$ cat src/rtl/rgb_mixer_if.sv
// Tiny Tapeout tile pin bundle for rgb_mixer.
// There is no valid/ready handshake on these pins. Every signal is a plain level:
// the encoder lines are asynchronous to clk and are synchronized inside the tile.
// The tile outputs are registered and may be sampled at any time away from the
// rising edge of clk.
interface rgb_mixer_if;
  logic       ena;
  logic [7:0] ui_in;
  logic [7:0] uo_out;
  logic [7:0] uio_in;
  logic [7:0] uio_out;
  logic [7:0] uio_oe;

  // The harness drives the tile inputs and observes the outputs.
  modport master (
    output ena, ui_in, uio_in,
    input  uo_out, uio_out, uio_oe
  );

  // The tile consumes the inputs and drives the outputs.
  modport slave (
    input  ena, ui_in, uio_in,
    output uo_out, uio_out, uio_oe
  );
endinterface

$ cat src/rtl/rgb_mixer.sv
// rgb_mixer: three quadrature encoders set three 8-bit saturating levels.
// Each level drives one PWM output, and all three outputs share one free-running counter.
// Each encoder line passes through three stages: a 2-flop synchronizer, an
// all-equal window debounce, and x1 decode on the rising edge of A.
// Optional macro RGB_MIXER_DEBUG_EN drives uio_out with a registered view of the
// level selected by ui_in[7:6] (3 selects pwm_cnt) and sets uio_oe to 0xFF.
// When the macro is undefined, both buses stay at 0.
module rgb_mixer #(
  parameter int DEBOUNCE_LEN = 8
) (
  input logic       clk,
  input logic       rst_n,
  rgb_mixer_if.slave tt
);

  // Line index 2*c is channel c's A line, and 2*c+1 is its B line.
  logic [5:0]              s1;
  logic [5:0]              s2;
  logic [DEBOUNCE_LEN-2:0] hist [6];
  logic [DEBOUNCE_LEN-1:0] win  [6];
  logic [5:0]              deb;
  logic [2:0]              deb_a_d;
  logic [2:0]              rise;
  logic [7:0]              level [3];
  logic [7:0]              pwm_cnt;
  logic [2:0]              pwm;

  // Two-flop synchronizer on the six encoder lines.
  always_ff @(posedge clk or negedge rst_n) begin
    if (!rst_n) begin
      s1 <= '0;
      s2 <= '0;
    end else begin
      s1 <= tt.ui_in[5:0];
      s2 <= s1;
    end
  end

  // The debounce window is the current s2 plus the previous DEBOUNCE_LEN-1 samples.
  // Because the newest sample comes straight from s2, the debounced line changes
  // DEBOUNCE_LEN+2 edges after the pin changes.
  always_comb begin
    for (int i = 0; i < 6; i++) begin
      win[i] = {hist[i], s2[i]};
    end
  end

  // Sample history, and a debounced line that moves only when the whole window agrees.
  always_ff @(posedge clk or negedge rst_n) begin
    if (!rst_n) begin
      for (int i = 0; i < 6; i++) begin
        hist[i] <= '0;
      end
      deb <= '0;
    end else begin
      for (int i = 0; i < 6; i++) begin
        hist[i] <= win[i][DEBOUNCE_LEN-2:0];
        if (&win[i]) begin
          deb[i] <= 1'b1;
        end else if (~|win[i]) begin
          deb[i] <= 1'b0;
        end
      end
    end
  end

  // Rising edge of the debounced A line, one pulse per detent.
  always_comb begin
    for (int c = 0; c < 3; c++) begin
      rise[c] = deb[2*c] & ~deb_a_d[c];
    end
  end

  // Delay debounced A for edge detection and step the saturating levels.
  always_ff @(posedge clk or negedge rst_n) begin
    if (!rst_n) begin
      deb_a_d <= '0;
      for (int c = 0; c < 3; c++) begin
        level[c] <= '0;
      end
    end else begin
      for (int c = 0; c < 3; c++) begin
        deb_a_d[c] <= deb[2*c];
        if (rise[c]) begin
          if (!deb[2*c+1] && level[c] != 8'd255) begin
            level[c] <= level[c] + 8'd1;
          end else if (deb[2*c+1] && level[c] != 8'd0) begin
            level[c] <= level[c] - 8'd1;
          end
        end
      end
    end
  end

  // Shared 256-clock PWM period; a level L is high while the counter is below L.
  always_ff @(posedge clk or negedge rst_n) begin
    if (!rst_n) begin
      pwm_cnt <= '0;
      pwm     <= '0;
    end else begin
      pwm_cnt <= pwm_cnt + 8'd1;
      for (int c = 0; c < 3; c++) begin
        pwm[c] <= (pwm_cnt < level[c]);
      end
    end
  end

  assign tt.uo_out = {5'b00000, pwm};

`ifdef RGB_MIXER_DEBUG_EN
  logic [7:0] dbg_q;
  logic [7:0] oe_q;
  logic       unused_ok;

  // Registered debug view: ui_in[7:6] picks a level, or pwm_cnt when it is 3.
  always_ff @(posedge clk or negedge rst_n) begin
    if (!rst_n) begin
      dbg_q <= '0;
      oe_q  <= '0;
    end else begin
      oe_q <= 8'hFF;
      case (tt.ui_in[7:6])
        2'd0:    dbg_q <= level[0];
        2'd1:    dbg_q <= level[1];
        2'd2:    dbg_q <= level[2];
        default: dbg_q <= pwm_cnt;
      endcase
    end
  end

  assign tt.uio_out = dbg_q;
  assign tt.uio_oe  = oe_q;
  assign unused_ok  = &{1'b0, tt.ena, tt.uio_in};
`else
  logic unused_ok;

  assign tt.uio_out = 8'h00;
  assign tt.uio_oe  = 8'h00;
  assign unused_ok  = &{1'b0, tt.ena, tt.uio_in, tt.ui_in[7:6]};
`endif

endmodule

$ cat src/flat_wrapper.sv
// flat-port wrapper written by rule: the top's interface ports become plain ports
module rgb_mixer_flat 
#(
  parameter int DEBOUNCE_LEN = 8
)
  (clk, rst_n, tt_ena, tt_ui_in, tt_uio_in, tt_uo_out, tt_uio_out, tt_uio_oe);
  rgb_mixer_if tt_i ();
  input logic clk;
  input logic rst_n;
  input wire logic [$bits(tt_i.ena)-1:0] tt_ena;
  input wire logic [$bits(tt_i.ui_in)-1:0] tt_ui_in;
  input wire logic [$bits(tt_i.uio_in)-1:0] tt_uio_in;
  output wire logic [$bits(tt_i.uo_out)-1:0] tt_uo_out;
  output wire logic [$bits(tt_i.uio_out)-1:0] tt_uio_out;
  output wire logic [$bits(tt_i.uio_oe)-1:0] tt_uio_oe;
  assign tt_i.ena = tt_ena;
  assign tt_i.ui_in = tt_ui_in;
  assign tt_i.uio_in = tt_uio_in;
  assign tt_uo_out = tt_i.uo_out;
  assign tt_uio_out = tt_i.uio_out;
  assign tt_uio_oe = tt_i.uio_oe;
  rgb_mixer #(.DEBOUNCE_LEN(DEBOUNCE_LEN)) u_core (.clk(clk), .rst_n(rst_n), .tt(tt_i));
endmodule
$ cat config.mk
export PLATFORM = sky130hd
export DESIGN_NAME = rgb_mixer_flat
export DESIGN_NICKNAME = d
export VERILOG_FILES = /design/src/rtl/rgb_mixer_if.sv /design/src/rtl/rgb_mixer.sv /design/src/flat_wrapper.sv
export SDC_FILE = /design/constraint.sdc
export NUM_CORES = 1
export LEC_CHECK = 0
export ABC_AREA = 1
export ABC_CLOCK_PERIOD_IN_PS = 2700
export BUFFER_PORTS_ARGS = -buffer_cell sky130_fd_sc_hd__buf_2
export CORE_MARGIN = 2
export CORE_UTILIZATION = 26
export DETAILED_ROUTE_END_ITERATION = 10
export PLACE_DENSITY = 0.51
export SLEW_MARGIN = 20
export SYNTH_ARGS = -nofsm -noshare
export SYNTH_HDL_FRONTEND = slang
export SYNTH_SLANG_ARGS = --single-unit
$ cat constraint.sdc
create_clock -name clk -period 2.7 [get_ports clk]
set_input_delay 0.27 -clock clk [delete_from_list [all_inputs] [get_ports clk]]
set_output_delay 0.27 -clock clk [all_outputs]
set_load 0.01 [all_outputs]
==> flow_metrics.env, run 1 <==
export IMPL_maxCapViolCount=0
export IMPL_ant_nets=0
export IMPL_r2r_end="u_core.level[5]$_DFFE_PN0P_"
export IMPL_worstPathArrival_ns=2.52
export IMPL_final_cell_mix="nand2_1, dfrtp_1, inv_1"
export IMPL_power_switching_mw=1.56
export IMPL_clock_sinks=98
export IMPL_synthesis_area_mm2=0.00502
export IMPL_irDropWorstVdd_v=0.000284
export IMPL_startpoint="u_core.level[0]$_DFFE_PN0P_"
export IMPL_layout_cells_non_filler=855
export IMPL_seqPwrFrac_pct=43.6
export IMPL_fin_nets=652
export IMPL_clockRootBuffer="clkbuf_16"
export IMPL_first_global_vias=3318
export IMPL_skew_ns=0.00694
export IMPL_worstHoldStart="tt_ui_in[3]"
export IMPL_area_growth_pct=12.2
export IMPL_finalHoldViolations=0
export IMPL_drt_iter0_drc=143
export IMPL_final_layout_size_suffix_gt1_share_pct=7.39
export IMPL_path_cells="nand2_1, nor2_1, nand2_1, nand2_1, ha_1, or2_2, nand2_1, nor2_1, o21ai_0, nand3_1, nand2_1"
export IMPL_die_area_mm2=0.0204
export IMPL_grt_pass1_wl_um=15000
export IMPL_ys_seq_elements=98
export IMPL_r2r_start="u_core.level[0]$_DFFE_PN0P_"
export IMPL_die_height_um=143
export IMPL_fillers=1984
export IMPL_p_int_mw=2.90
export IMPL_drc_errors=0
export IMPL_core_mm2=0.0188
export IMPL_timing_fmax_mhz=446
export IMPL_slew_viol_final=0
export IMPL_antenna_found_initial=0
export IMPL_period_minus_slack_ns=2.24
export IMPL_numPlacedInstances=838
export IMPL_final_setup_viol_count=0
export IMPL_reg2reg_setup_slack_ns=0.46
export IMPL_swShare_pct=34.9
export IMPL_drt_wl_total_um=8690
export IMPL_clockBufferDepth=2
export IMPL_whs_path_depth=1
export IMPL_vias=3487
export IMPL_final_common_cell="nand2_1"
export IMPL_ys_seq_area_share_pct=48.9
export IMPL_grtUsageTotal_pct=9.14
export IMPL_start_util_pct=26.7
export IMPL_synth_top_area_share_pct=48.9
export IMPL_yosysTopAreaCell="dfrtp_1"
export IMPL_worst_setup_path_start_kind="flop"
export IMPL_hold_class="input pin to flop"
export IMPL_clkSlewWorstSetupHoldPaths_ns=0.07
export IMPL_synth_area_leaders="dfrtp_1, nand2_1, ha_1"
export IMPL_path_max_fanout=10
export IMPL_ys_warn_count=0
export IMPL_crit_slowest_cell="dfrtp_1"
export IMPL_rsz0062_at_grt="no"
export IMPL_r2r_cells=11
export IMPL_fin_crit_sh_pct=83.0
export IMPL_end_kind="flop"
export IMPL_finalPower_mw=4.46
export IMPL_io_buffers=10
export IMPL_path_delay_family="simple AND/OR/NAND/NOR gates"
export IMPL_fin_tns_setup_ns=0
export IMPL_htree_levels=3
export IMPL_p_clk_share_pct=27.5
export IMPL_comb_power_share_pct=28.9
export IMPL_worst_path_buf_inv=0
export IMPL_worstMarginPinSlew_ns=0.684
export IMPL_diodes=0
export IMPL_slowest_delay_ns=0.47
export IMPL_row_count=50
export IMPL_gp_congestion=0.752
export IMPL_yosysUniqueCellTypes=25
export IMPL_grt_ovfl_total=0
export IMPL_clock_latency_ns=0.34
export IMPL_firstDrtPassIters=4
export IMPL_syn_inst=568
export IMPL_cp_required_ns=2.98
export IMPL_avgRoutedWirePerCell_um=10.2
export IMPL_status="finished clean"
export IMPL_cts_made_buffers=9
export IMPL_leakage_nw=2.86
export IMPL_whs_endpoint="u_core.s1[3]$_DFF_PN0_"
export IMPL_slew_headroom_pct=54.4
export IMPL_cpMostUsedCell="nand2_1"
export IMPL_vias_per_cell=4.08
export IMPL_io_pins=43
export IMPL_grt_max_degree=52
export IMPL_place_hpwl_um=6270
export IMPL_die_width_um=143
export IMPL_postSynthAreaPerCell_um2=8.84
export IMPL_timing_worst_setup_path_type="flop to flop"
export IMPL_cts_tree="done"
export IMPL_ctsResizeCount=0
export IMPL_power_density_mw_per_mm2=792
worst max path at each step:
stage,to,slack (ns),cells after the start
CTS,u_core.level[5]$_DFFE_PN0P_,0.43,11
floorplan,u_core.level[5]$_DFFE_PN0P_,0.74,12
finish,u_core.level[5]$_DFFE_PN0P_,0.46,11
global placement,u_core.level[5]$_DFFE_PN0P_,0.46,11
detailed placement,u_core.level[5]$_DFFE_PN0P_,0.45,11
global route,u_core.level[5]$_DFFE_PN0P_,0.19,11
state kept, by name, indices dropped and copies added, names as in the netlist:
signal,cells
u_core.pwm,3
u_core.s1,6
u_core.pwm_cnt,8
u_core.deb,6
u_core.hist,42
u_core.s2,6
u_core.level,24
u_core.deb_a_d,3
what timing repair did:
action                                  in CTS  in global routing
endpoints found under the hold margin        8                  0
setup buffers                                0                  0
endpoints found under the setup margin       0                  0
hold buffers                                 1                  0
cells in the mapped netlist:
cell,count
nand2_1,144
dfrtp_1,98
inv_1,84
ha_1,40
nor2_1,36
nand3_1,27
o21ai_0,25
a21oi_1,21
buf_4,21
nand4_1,15
nor4_1,10
xor2_1,10
or2_2,9
xnor2_1,5
a21boi_0,3
fa_1,3
nand2_2,3
nor3_1,3
o211ai_1,3
a21oi_2,2
nand3_2,2
buf_6,1
conb_1,1
o21bai_1,1
o41ai_1,1
worst reg2reg max path: stages, from the launching register on:
cell	delay, ns
dfrtp_1	0.47
nand2_1	0.08
nor2_1	0.09
nand2_1	0.07
nand2_1	0.32
ha_1	0.35
or2_2	0.30
nand2_1	0.10
nor2_1	0.05
o21ai_0	0.15
nand3_1	0.11
nand2_1	0.08
layer usage:
layer  global-route usage, %  part of all wire [%]  vias to the layer above  routed length [um]
li1                        -                     -                     1841                   -
met1                    11.9                    50                     1608                4360
met2                    15.0                    46                       28                4010
met3                    2.15                   2.3                       10                 201
met4                    2.97                   1.3                        0                 114
met5                       0                     0                        -                   0
through the flow:
step	setup slack, ns	hold WS, ns	util [%]	cell area, um^2
after floorplan	0.741	-0.0256	-	5090
after global placement	0.458	0.333	28.3	5330
after detailed placement	0.448	0.340	28.3	5330
after CTS	0.433	0.0157	29.9	5630
after global routing	0.186	0.0145	29.9	5630
final	0.458	0.0313	29.9	5630
cells by family (layout without fill, tap and decap cells):
group	Yosys count	count (layout)	synth area share, %
other	1	21	0.0747
XOR/XNOR	15	15	2.62
AND/OR/NAND/NOR	249	249	21.5
AO/OA/AOI/OAI	56	56	6.16
buffers and inverters	106	113	9.65
adder cells (fa/ha/maj)	43	43	11.2
flip-flops	98	98	48.9
power groups by stage:
stage	logic (mW)	clock network, mW	registers, mW
global placement	1.29	0	1.98
global route	1.53	1.34	1.99
detailed placement	1.30	0	1.98
CTS	1.31	1.27	1.95
floorplan	1.03	0	1.92
finish	1.29	1.23	1.95
area by class of cell:
| cell class | instances | area (um^2) | area share (%) |
|---|---|---|---|
| flip-flops and latches | 98 | 2450 | 43.5 |
| multi-input cells | 384 | 2160 | 38.3 |
| well taps | 260 | 325 | 5.78 |
| inverters | 84 | 315 | 5.60 |
| clock buffers | 11 | 253 | 4.49 |
| repair buffers | 13 | 90.1 | 1.60 |
| clock inverters | 5 | 38.8 | 0.689 |
Note: power is estimated with default switching activity, not from simulation.
==> run 2, diff against run 1 <==
ABC_CLOCK_PERIOD_IN_PS = 2200   (was 2700)
clock period = 2.2 ns   (was 2.7 ns; I/O delays follow)
==> run 2 against run 1 <==
Die area is the same. Critical path depth is the same. Clock-buffer cell count shrank 1. Sequential share of layout area shrank 1.7 points. Cell count grew 2.9%. Via count grew 1.5%. Hold slack gained 0.31 ns. Non-clock buffer count grew 25. Design area grew 4.2%. Global-route usage grew 0.71 points.
==> flow_metrics.env, run 2 (same netlist as run 1, synthesis figures left out) <==
export IMPL_r2r_start="u_core.level[4]$_DFFE_PN0P_"
export IMPL_maxCapViolCount=0
export IMPL_swShare_pct=33.2
export IMPL_hold_ws_ns=0.342
export IMPL_post_place_ws_ns=0.130
export IMPL_drt_wl_total_um=8780
export IMPL_timing_worst_setup_path_type="flop to flop"
export IMPL_crit_slowest_cell="dfrtp_1"
export IMPL_reg2reg_setup_slack_ns=0.20
export IMPL_leakage_nw=2.99
export IMPL_rsz0062_at_grt="no"
export IMPL_cp_required_ns=2.48
export IMPL_area_growth_pct=17.0
export IMPL_firstDrtPassIters=4
export IMPL_seqPwrFrac_pct=38.4
export IMPL_slew_viol_final=0
export IMPL_comb_power_share_pct=33.2
export IMPL_path_cells="nand2_1, nor2_1, nand2_1, nand2_2, ha_1, or2_2, nand2_1, nor2_1, o21ai_0, nand3_1, nand2_1"
export IMPL_grt_pass1_wl_um=16300
export IMPL_end_kind="flop"
export IMPL_cp_endpoint="u_core.level[5]$_DFFE_PN0P_"
export IMPL_cts_made_buffers=9
export IMPL_finalHoldViolations=0
export IMPL_largest_reg_flops=42
export IMPL_fin_crit_sh_pct=90.7
export IMPL_status="finished clean"
export IMPL_grtUsageTotal_pct=9.85
export IMPL_io_pins=43
export IMPL_start_util_pct=26.7
export IMPL_final_common_cell="nand2_1"
export IMPL_grt_max_degree=46
export IMPL_p_int_mw=3.90
export IMPL_post_cts_setup_buffers=0
export IMPL_vias=3538
export IMPL_diodes=0
export IMPL_worst_path_buf_inv=0
export IMPL_htree_levels=3
export IMPL_antenna_found_initial=0
export IMPL_power_switching_mw=1.94
export IMPL_drt_iter0_drc=121
export IMPL_reg_top3="u_core.hist (42), u_core.level (24), u_core.pwm_cnt (8)"
export IMPL_worst_setup_path_start_kind="flop"
export IMPL_first_global_vias=3495
export IMPL_irDropWorstVdd_v=0.000369
export IMPL_grt_ovfl_total=0
export IMPL_final_layout_size_suffix_gt1_share_pct=10.3
export IMPL_cpMostUsedCell="nand2_1"
export IMPL_core_mm2=0.0188
export IMPL_cts_tree="done"
export IMPL_worstPathArrival_ns=2.27
export IMPL_fin_nets=677
export IMPL_final_setup_viol_count=0
export IMPL_path_delay_family="simple AND/OR/NAND/NOR gates"
export IMPL_clockBufferDepth=2
export IMPL_clockRootBuffer="clkbuf_16"
export IMPL_numPlacedInstances=857
export IMPL_avgRoutedWirePerCell_um=9.98
export IMPL_place_hpwl_um=6610
export IMPL_skew_ns=0.00979
export IMPL_ant_nets=0
export IMPL_r2r_end="u_core.level[5]$_DFFE_PN0P_"
export IMPL_clock_sinks=98
export IMPL_layout_cells_non_filler=880
export IMPL_die_width_um=143
export IMPL_final_cell_area_mm2=0.00587
export IMPL_drc_errors=0
export IMPL_fillers=1995
export IMPL_io_buffers=10
export IMPL_clock_latency_ns=0.34
export IMPL_p_clk_share_pct=28.4
export IMPL_gp_congestion=0.756
export IMPL_timing_fmax_mhz=501
export IMPL_place_area_mm2=0.00547
export IMPL_startpoint="u_core.level[4]$_DFFE_PN0P_"
export IMPL_hold_class="flop to flop"
export IMPL_power_density_mw_per_mm2=996
export IMPL_die_height_um=143
export IMPL_fin_tns_setup_ns=0
export IMPL_path_max_fanout=6
export IMPL_worstMarginPinSlew_ns=0.574
export IMPL_cp_depth=11
export IMPL_clkSlewWorstSetupHoldPaths_ns=0.07
export IMPL_row_count=50
export IMPL_slowest_delay_ns=0.41
export IMPL_largest_register="u_core.hist"
export IMPL_die_area_mm2=0.0204
export IMPL_worst_slack_ns=0.205
export IMPL_vias_per_cell=4.02
export IMPL_final_cell_mix="nand2_1, dfrtp_1, inv_1"
export IMPL_slew_headroom_pct=61.7
export IMPL_period_minus_slack_ns=2.00
export IMPL_r2r_cells=11
## run 2: changes by cell type in the layout (fill, tap and decap cells not counted), moves of 2 or more
| cell | before | now |
|---|---|---|
| buf_4 | 2 | 21 |
| dlygate4sd3_1 | 1 | 7 |
| clkinv_4 | 3 | 0 |
| bufinv_16 | 0 | 2 |
| clkbuf_8 | 2 | 0 |
## run 2: how the worst min path moves through the flow
stage | depth (start not counted) | slack, ns | end | from
6_report | 0 | 0.34 | u_core.s2[0]$_DFF_PN0_ | u_core.s1[0]$_DFF_PN0_
5_1_grt | 0 | 0.35 | u_core.s2[0]$_DFF_PN0_ | u_core.s1[0]$_DFF_PN0_
4_1_cts | 0 | 0.35 | u_core.s2[0]$_DFF_PN0_ | u_core.s1[0]$_DFF_PN0_
3_5_place_dp | 1 | 0.27 | u_core.hist[37]$_DFF_PN0_ | rst_n
3_3_place_gp | 1 | 0.27 | u_core.hist[37]$_DFF_PN0_ | rst_n
2_1_floorplan | 0 | -0.08 | u_core.deb[0]$_DFFE_PN0P_ | rst_n
## run 2: power by group through the flow
stage	Sequential, mW	Combinational, mW	Clock, mW
floorplan	2.35	1.27	0
CTS	2.25	1.97	1.73
global placement	2.28	1.94	0
finish	2.24	1.94	1.66
global route	2.29	2.32	1.80
detailed placement	2.28	1.95	0
## run 2: area by class of cell
class | instances | area (um^2) | area share (%)
flip-flops and latches | 98 | 2450 | 41.8
multi-input cells | 384 | 2160 | 36.9
well taps | 260 | 325 | 5.54
inverters | 84 | 315 | 5.37
repair buffers | 38 | 293 | 4.99
clock buffers | 10 | 229 | 3.90
clock inverters | 6 | 88.8 | 1.51
## run 2: timing repair
action | 4_1_cts | 5_1_grt
endpoints found under the hold margin | 49 | 0
gates resized for setup | 0 | 3
hold buffers | 7 | 0
setup endpoints to repair | 0 | 6
## run 2: metal layers
metal | GRT usage, % | wire [um] | vias to the layer above
met5 | 0 | 0 | -
met4 | 2.81 | 98 | 0
met3 | 2.35 | 211 | 7
met2 | 15.4 | 3940 | 21
met1 | 13.6 | 4530 | 1629
li1 | - | - | 1881
## run 2: stage by stage
step / total power [mW] / util [%]
3_5_place_dp: 4.23 / 29.1
3_3_place_gp: 4.22 / 29.1
6_report: 5.84 / 31.2
4_1_cts: 5.96 / 31.1
5_1_grt: 6.41 / 31.2
2_1_floorplan: 3.62 / -
==> run 3, diff against run 2 <==
BUFFER_PORTS_ARGS = -buffer_cell sky130_fd_sc_hd__clkbuf_2   (was -buffer_cell sky130_fd_sc_hd__buf_2)
HOLD_SLACK_MARGIN = 0.08   (was default)
==> run 3 against run 2 <==
Combinational power about the same. Clock skew fell by 0.0020 ns. Routed wire length grew 1.2%. Global-route usage hardly changed. Clock-buffer cell count rose by 2. Hold slack gained 0.0043 ns. Maximum frequency up 0.10%. Register-to-register slack barely moved. Via count about the same.
==> flow_metrics.env, run 3 (same netlist as run 1, synthesis figures left out) <==
export IMPL_crit_slowest_cell="dfrtp_1"
export IMPL_htree_levels=3
export IMPL_reg_top3="u_core.hist (42), u_core.level (24), u_core.pwm_cnt (8)"
export IMPL_core_mm2=0.0188
export IMPL_hold_class="flop to flop"
export IMPL_skew_ns=0.00777
export IMPL_multi_input_area_mm2=0.00217
export IMPL_drc_errors=0
export IMPL_cp_required_ns=2.42
export IMPL_clkSlewWorstSetupHoldPaths_ns=0.06
export IMPL_area_growth_pct=16.8
export IMPL_reg2reg_setup_slack_ns=0.21
export IMPL_cp_endpoint="u_core.level[19]$_DFFE_PN0P_"
export IMPL_path_max_fanout=8
export IMPL_path_delay_family="simple AND/OR/NAND/NOR gates"
export IMPL_die_area_mm2=0.0204
export IMPL_worst_slack_ns=0.207
export IMPL_diodes=0
export IMPL_gp_congestion=0.748
export IMPL_worst_setup_path_start_kind="flop"
export IMPL_cts_made_buffers=9
export IMPL_clock_latency_ns=0.35
export IMPL_clockBufferDepth=2
export IMPL_grtUsageTotal_pct=9.82
export IMPL_finalHoldViolations=0
export IMPL_worstPathArrival_ns=2.21
export IMPL_r2r_end="u_core.level[19]$_DFFE_PN0P_"
export IMPL_final_cell_area_mm2=0.00586
export IMPL_startpoint="u_core.level[18]$_DFFE_PN0P_"
export IMPL_ant_nets=0
export IMPL_cp_depth=9
export IMPL_place_area_mm2=0.00549
export IMPL_timing_fmax_mhz=502
export IMPL_vias_per_cell=4.02
export IMPL_final_layout_size_suffix_gt1_share_pct=9.84
export IMPL_hold_ws_ns=0.346
export IMPL_slowest_delay_ns=0.41
export IMPL_power_density_mw_per_mm2=978
export IMPL_fillers=1987
export IMPL_avgRoutedWirePerCell_um=10.1
export IMPL_grt_pass1_wl_um=16000
export IMPL_slew_headroom_pct=55.7
export IMPL_ff_latch_area_mm2=0.00245
export IMPL_largest_reg_flops=42
export IMPL_r2r_cells=9
export IMPL_status="finished clean"
export IMPL_rsz0062_at_grt="no"
export IMPL_antenna_found_initial=0
export IMPL_drt_iter0_drc=156
export IMPL_die_height_um=143
export IMPL_largest_register="u_core.hist"
export IMPL_fin_crit_sh_pct=90.6
export IMPL_clock_sinks=98
export IMPL_cts_tree="done"
export IMPL_firstDrtPassIters=4
export IMPL_vias=3536
export IMPL_end_kind="flop"
export IMPL_place_hpwl_um=6600
export IMPL_final_common_cell="nand2_1"
export IMPL_irDropWorstVdd_v=0.000317
export IMPL_io_pins=43
export IMPL_fin_nets=677
export IMPL_worstMarginPinSlew_ns=0.665
export IMPL_row_count=50
export IMPL_grt_ovfl_total=0
export IMPL_r2r_start="u_core.level[18]$_DFFE_PN0P_"
export IMPL_leakage_nw=2.98
export IMPL_io_buffers=10
export IMPL_worst_path_buf_inv=0
export IMPL_fin_tns_setup_ns=0
export IMPL_timing_worst_setup_path_type="flop to flop"
export IMPL_slew_viol_final=0
export IMPL_post_place_ws_ns=0.128
export IMPL_start_util_pct=26.7
export IMPL_drt_wl_total_um=8890
export IMPL_first_global_vias=3508
export IMPL_final_setup_viol_count=0
export IMPL_final_cell_mix="nand2_1, dfrtp_1, inv_1"
export IMPL_cpMostUsedCell="nand2_1"
export IMPL_clockRootBuffer="clkbuf_16"
export IMPL_period_minus_slack_ns=1.99
export IMPL_die_width_um=143
export IMPL_path_cells="nand2_1, nor2_1, nand2_1, nand2_4, ha_1, or2_2, nand2_1, xor2_1, o21ai_0"
export IMPL_grt_max_degree=50
export IMPL_maxCapViolCount=0
[run 3: cell count changes in the layout (fill, tap and decap cells not counted), sizes merged]
cell	change
clkbuf	+11
bufinv	-1
buf	-9
clkinvlp	-1
[run 3: area by class of cell]
class / count / share of cell area [%]
flip-flops and latches: 98 / 41.8
multi-input cells: 384 / 37.1
well taps: 260 / 5.55
inverters: 84 / 5.38
repair buffers: 38 / 5.21
clock buffers: 12 / 4.04
clock inverters: 4 / 0.875
[run 3: report_power, final]
group	leakage (nW)	internal, mW	switching [mW]
Sequential	1.20	2.08	0.178
Clock	0.137	0.885	0.658
Combinational	1.65	0.830	1.11
[run 3: timing repair]
action                                  4_1_cts  5_1_grt
endpoints found under the hold margin        53        0
buffers inserted                              0        0
hold buffers                                  7        0
resized for setup                             0        4
endpoints found under the setup margin        0        4
[run 3: worst min path at each step]
stage / slack [ns] / depth (start not counted) / end / from
after floorplan: -0.08 / 0 / u_core.deb[0]$_DFFE_PN0P_ / rst_n
after global placement: 0.30 / 1 / u_core.hist[16]$_DFF_PN0_ / rst_n
after detailed placement: 0.31 / 1 / u_core.hist[16]$_DFF_PN0_ / rst_n
after CTS: 0.35 / 0 / u_core.s2[1]$_DFF_PN0_ / u_core.s1[1]$_DFF_PN0_
after global routing: 0.35 / 0 / u_core.s2[1]$_DFF_PN0_ / u_core.s1[1]$_DFF_PN0_
final: 0.35 / 0 / u_core.s2[0]$_DFF_PN0_ / u_core.s1[0]$_DFF_PN0_
[run 3: worst reg2reg max path: stages, from the launching register on]
cell     delay [ns]
dfrtp_1        0.41
nand2_1        0.07
nor2_1         0.11
nand2_1        0.11
nand2_4        0.13
ha_1           0.28
or2_2          0.30
nand2_1        0.11
xor2_1         0.22
o21ai_0        0.13
[run 3: metrics by stage]
stage	power, mW	utilization (%)	cells
after CTS	5.83	31.0	880
final	5.73	31.1	880
after floorplan	3.62	-	588
after detailed placement	4.23	29.1	857
after global placement	4.23	29.1	857
after global routing	6.26	31.1	880
[run 3: layer usage]
layer	track usage, %	share of wire (%)	vias up
li1	-	-	1884
met1	12.7	49	1611
met2	15.7	46	31
met3	2.35	3.2	10
met4	4.12	1.4	0
met5	0	0	-
